File: src/rtl/uart_rx_frame_timer.sv
// Oversampling bit/frame timing generator for the UART receive path.
// Define UART_RX_TRIPLE_SAMPLE_EN for three samples per bit (majority voting); default is one centre sample.
module uart_rx_frame_timer #(
    parameter int PRESCALE_W = 6,
    parameter int DATA_BITS  = 8
) (
    input  logic                  Clk,
    input  logic                  Rst,
    input  logic                  Enable,
    input  logic [PRESCALE_W-1:0] Prescale,
    input  logic                  Parity_EN,
    input  logic                  Stop2_EN,
    output logic [PRESCALE_W-1:0] Edge_count,
    output logic [3:0]            Bit_count,
    output logic                  Sample_strobe,
    output logic [1:0]            Sample_idx,
    output logic                  Bit_done,
    output logic                  Frame_done,
    output logic                  Busy,
    output logic                  Cfg_err,
    output logic [1:0]            State_dbg
);

    // Handshake: Enable is a level request from the RX FSM. It is honoured only
    // from IDLE; Busy is high for exactly the frame's bit periods; after Frame_done
    // the block parks in DONE until Enable falls. Enable low always aborts to IDLE.

    typedef enum logic [1:0] {
        ST_IDLE = 2'd0,
        ST_RUN  = 2'd1,
        ST_DONE = 2'd2
    } state_t;

    localparam logic [PRESCALE_W-1:0] ONE_P = PRESCALE_W'(1);
    localparam logic [PRESCALE_W-1:0] P_MIN = PRESCALE_W'(4);

    state_t                state_q, state_d;
    logic [PRESCALE_W-1:0] edge_q, edge_d;
    logic [PRESCALE_W-1:0] p_q, p_d;
    logic [3:0]            bit_q, bit_d;
    logic                  par_q, par_d;
    logic                  stop2_q, stop2_d;
    logic                  cfg_err_q, cfg_err_d;

    logic [3:0]            frame_len;
    logic [PRESCALE_W-1:0] center;
    logic                  last_edge;
    logic                  last_bit;

    always_ff @(posedge Clk or negedge Rst) begin
        if (!Rst) begin
            state_q   <= ST_IDLE;
            edge_q    <= '0;
            bit_q     <= '0;
            p_q       <= '0;
            par_q     <= 1'b0;
            stop2_q   <= 1'b0;
            cfg_err_q <= 1'b0;
        end else begin
            state_q   <= state_d;
            edge_q    <= edge_d;
            bit_q     <= bit_d;
            p_q       <= p_d;
            par_q     <= par_d;
            stop2_q   <= stop2_d;
            cfg_err_q <= cfg_err_d;
        end
    end

    // Frame length uses only the configuration captured at frame start.
    assign frame_len = 4'(1 + DATA_BITS) + {3'b000, par_q} + (stop2_q ? 4'd2 : 4'd1);
    assign center    = p_q >> 1;
    assign last_edge = (edge_q == p_q - ONE_P);
    assign last_bit  = (bit_q == frame_len - 4'd1);

    always_comb begin
        state_d   = state_q;
        edge_d    = edge_q;
        bit_d     = bit_q;
        p_d       = p_q;
        par_d     = par_q;
        stop2_d   = stop2_q;
        cfg_err_d = cfg_err_q;
        if (!Enable) begin
            state_d = ST_IDLE;
            edge_d  = '0;
            bit_d   = '0;
        end else begin
            case (state_q)
                ST_IDLE: begin
                    edge_d = '0;
                    bit_d  = '0;
                    if (Prescale >= P_MIN) begin
                        state_d = ST_RUN;
                        p_d     = Prescale;
                        par_d   = Parity_EN;
                        stop2_d = Stop2_EN;
                    end else begin
                        cfg_err_d = 1'b1;
                    end
                end
                ST_RUN: begin
                    if (last_edge) begin
                        edge_d = '0;
                        if (last_bit) begin
                            state_d = ST_DONE;
                            bit_d   = '0;
                        end else begin
                            bit_d = bit_q + 4'd1;
                        end
                    end else begin
                        edge_d = edge_q + ONE_P;
                    end
                end
                ST_DONE: begin
                    edge_d = '0;
                    bit_d  = '0;
                end
                default: begin
                    state_d = ST_IDLE;
                    edge_d  = '0;
                    bit_d   = '0;
                end
            endcase
        end
    end

    assign Busy       = (state_q == ST_RUN);
    assign Bit_done   = Busy && last_edge;
    assign Frame_done = Bit_done && last_bit;
    assign Edge_count = edge_q;
    assign Bit_count  = bit_q;
    assign Cfg_err    = cfg_err_q;
    assign State_dbg  = state_q;

`ifdef UART_RX_TRIPLE_SAMPLE_EN
    // P>=4 keeps centre-1 and centre+1 inside the bit period.
    always_comb begin
        Sample_strobe = 1'b0;
        Sample_idx    = 2'd0;
        if (Busy) begin
            if (edge_q == center - ONE_P) begin
                Sample_strobe = 1'b1;
                Sample_idx    = 2'd0;
            end else if (edge_q == center) begin
                Sample_strobe = 1'b1;
                Sample_idx    = 2'd1;
            end else if (edge_q == center + ONE_P) begin
                Sample_strobe = 1'b1;
                Sample_idx    = 2'd2;
            end
        end
    end
`else
    assign Sample_strobe = Busy && (edge_q == center);
    assign Sample_idx    = 2'd0;
`endif

endmodule

File: config.mk
export PLATFORM = sky130hd
export DESIGN_NAME = uart_rx_frame_timer
export DESIGN_NICKNAME = d
export VERILOG_FILES = /design/src/rtl/uart_rx_frame_timer.sv
export SDC_FILE = /design/constraint.sdc
export NUM_CORES = 1
export LEC_CHECK = 0
export ABC_AREA = 1
export CORE_MARGIN = 10
export CORE_UTILIZATION = 45
export CTS_BUF_LIST = sky130_fd_sc_hd__clkbuf_2 sky130_fd_sc_hd__clkbuf_4 sky130_fd_sc_hd__clkbuf_8
export DETAILED_ROUTE_END_ITERATION = 10
export GPL_TIMING_DRIVEN = 0
export HOLD_SLACK_MARGIN = 0.12
export PLACE_DENSITY = 0.87
export SKIP_CTS_REPAIR_TIMING = 1
export SKIP_LAST_GASP = 1
export SLEW_MARGIN = 20
export SYNTH_ARGS = -nofsm -noshare
export SYNTH_HDL_FRONTEND = slang
export SYNTH_SLANG_ARGS = --single-unit
File: constraint.sdc
create_clock -name Clk -period 1.7 [get_ports Clk]
set_input_delay 0.34 -clock Clk [delete_from_list [all_inputs] [get_ports Clk]]
set_output_delay 0.34 -clock Clk [all_outputs]
set_load 0.03 [all_outputs]
==> impl_metrics.sql <==
INSERT INTO impl_metrics (metric_group, metric, value, unit) VALUES
('hold_path', 'holdCritPathClass', 'input pin to flop', ''),
('logic_synthesis', 'netlist.top_cell.by_area', 'dfrtp_1', ''),
('logic_synthesis', 'synth_mux_area_share', '0', '%'),
('route', 'num_vias', '1292', ''),
('logic_synthesis', 'fraction_of_the_mapped_netlist_area_in_compound_gates', '4.68', '%'),
('logic_synthesis', 'combinational_family_with_the_most_area_after_synthesis', 'simple AND/OR/NAND/NOR gates', ''),
('pwr', 'p_leak', '1.09', 'nW'),
('die', 'initial_core_util', '47.5', '%'),
('critical_path', 'r2r_cells', '9', ''),
('sta', 'worstMarginPinSlew', '0.923', 'ns'),
('route', 'drtAntennaViolNets', '0', ''),
('status', 'run_status', 'finished with violations', ''),
('logic_synthesis', 'count_of_mapped_cells_out_of_synthesis', '174', ''),
('logic_synthesis', 'syn-mean-instance-area', '7.52', 'µm²'),
('sta', 'min_period', '2.23', 'ns'),
('critical_path', 'timing.critical_path.arrival', '1.89', 'ns'),
('critical_path', 'critPathCaptureType', 'output pin', ''),
('route', 'wirelength', '3.45', 'mm'),
('sta', 'setup_viol', '12', ''),
('global_route', 'grt_first_pass_wirelength', '5.33', 'mm'),
('global_route', 'number_of_global_route_vias_before_repair', '1244', ''),
('die', 'die_w', '73.9', 'µm'),
('cts', 'buffer_levels_on_the_longest_clock_path', '2', ''),
('sta', 'rsz0062_at_grt', 'true', ''),
('logic_synthesis', 'synth_cell_types', '25', ''),
('sta', 'hold_violations', '0', ''),
('cts', 'number_of_buffers_created_by_cts', '3', ''),
('critical_path', 'worstSetupPathType', 'flop to output pin', ''),
('logic_synthesis', 'yosysTopAreaCellShare', '40.2', '%'),
('logic_synthesis', 'synth-edff-count', '0', ''),
('route', 'drc_violation_count_after_routing', '0', ''),
('sta', 'final_critical_path_setup_slack', '-0.526', 'ns'),
('pwr', 'irDropWorstVdd', '0.000956', 'V'),
('finish', 'synthToLayoutAreaGrowth', '41.3', '%'),
('sta', 'total_negative_setup_slack', '-1.61', 'ns'),
('hold_path', 'min-delay-start', 'Enable', ''),
('logic_synthesis', 'arithmetic_cell_share_of_the_synthesized_area_counting_full_adders_half_adders_and_majority_gates', '4.78', '%'),
('cts', 'clock-root-buffer', 'clkbuf_4', ''),
('die', 'core-area', '0.00276', 'mm²'),
('finish', 'finish.net_count', '231', ''),
('logic_synthesis', 'synth.most_common_cell', 'nand2_1', ''),
('logic_synthesis', 'synth_simple_gate_area_share', '33.0', '%'),
('logic_synthesis', 'yosys_most_used_dff', 'dfrtp_1', ''),
('finish', 'antenna-diode-count', '0', ''),
('global_route', 'grt_max_degree', '22', ''),
('sta', 'worst_slew_margin_rel', '38.3', '%'),
('place', 'pre_cts_slack', '-0.841', 'ns'),
('finish', 'stdcell_area', '0.00185', 'mm²'),
('critical_path', 'worstSetupStartpoint', 'p_q[1]', ''),
('route', 'detail_route.first_pass.iterations', '4', ''),
('global_route', 'groute.usage.overall', '12.0', '%'),
('die', 'floorplan.die.height', '73.9', 'µm'),
('logic_synthesis', 'yosys_warnings', '0', ''),
('route', 'avgViaCountPerCell', '5.27', ''),
('global_route', 'grt_overflow', '0', ''),
('finish', 'drive_above_1_share', '20.1', '%'),
('cts', 'clock_sinks', '21', ''),
('status', 'violated_checks', 'setup timing', ''),
('critical_path', 'worstSetupStartpointType', 'flop', ''),
('logic_synthesis', 'netlist_top_cells_area', 'dfrtp_1 40%, nand2_1 11%, nand3_1 8.0%', ''),
('cts', 'cts_tree', 'built', ''),
('logic_synthesis', 'share_of_the_yosys_chip_area_belonging_to_registers', '40.2', '%'),
('finish', 'final_core_util', '67.1', '%'),
('cts', 'worstSkewPairLatency', '0.32', 'ns'),
('place', 'port_bufs', '26', ''),
('cts', 'clk_pin_slew', '0.12', 'ns'),
('logic_synthesis', 'area_share_of_xor_xnor_cells_in_the_synthesized_design', '8.70', '%'),
('finish', 'final.fill_count', '216', ''),
('place', 'gp_routability_congestion', '0.816', ''),
('critical_path', 'worst-endpoint-required', '1.36', 'ns'),
('global_route', 'grt_antenna_before_repair', '0', '');
-- flip-flops by register name (all words and copies together) (netlist names) --
signal and count:
Cfg_err 1, Bit_count 4, stop2_q 1, p_q 6
State_dbg 2, par_q 1, Edge_count 6
-- cell type report --
type / instances / area [µm²] / area share [%]
timing repair buffer: 35 / 367 / 19.8
sequential: 21 / 529 / 28.6
inverter: 23 / 90.1 / 4.87
tap: 31 / 38.8 / 2.10
clock buffer: 4 / 30.0 / 1.62
buffer: 4 / 23.8 / 1.29
multi-input combinational: 127 / 771 / 41.7
-- report_power, final --
part           switching (W)  total [W]  internal [W]
logic               0.000884    0.00148      0.000599
clock network       0.000158   0.000265      0.000108
registers           0.000190   0.000832      0.000642
total                0.00123    0.00258       0.00135
-- worst paths after layout --
check	to	slack, ns
max	Frame_done	-0.53
max reg2reg	Bit_count[0]	-0.08
max in group asynchronous	Edge_count[4]	0.55
min	State_dbg[1]	0.34
min reg2reg	Cfg_err	0.48
min in group asynchronous	State_dbg[0]	0.53
-- metal layers --
metal	routed length (µm)	track usage, %
met5	0	0
met3	144	2.13
met1	1440	13.6
met2	1770	20.7
met4	101	6.42
-- placed cells by master, fill, tap and decap left out, types with 5 or more instances in the layout --
cell type,instances
nand3_1,21
clkdlybuf4s50_1,9
xor2_1,10
dlymetal6s2s_1,14
nand2_1,38
inv_1,17
dfrtp_1,18
inv_2,5
nor2_1,17
buf_4,11
-- worst max-delay path, cell delays in order (launching register included) --
cell,delay (ns)
dfrtp_1,0.43
buf_4,0.15
nor2_2,0.16
nand4_1,0.11
xor2_1,0.28
nand3_4,0.16
nor3_4,0.14
buf_6,0.15
-- stage by stage --
| stage | power [W] | std cells | hold slack (ns) |
|---|---|---|---|
| 2_1_floorplan | 0.00176 | 175 | 0.0444 |
| 3_3_place_gp | 0.00209 | 232 | 0.464 |
| 3_5_place_dp | 0.00213 | 232 | 0.455 |
| 4_1_cts | 0.00239 | 236 | 0.333 |
| 5_1_grt | 0.00277 | 245 | 0.339 |
| 6_report | 0.00258 | 245 | 0.338 |
-- cell families (layout without fill, tap and decap cells) --
family	Yosys count	after routing
flops	21	21
xor+xnor	13	13
compound gates	11	11
other cells	1	2
simple gates	96	96
buf+inv	27	66
fa+ha+maj	5	5
Power figures use the tool's default switching activity.
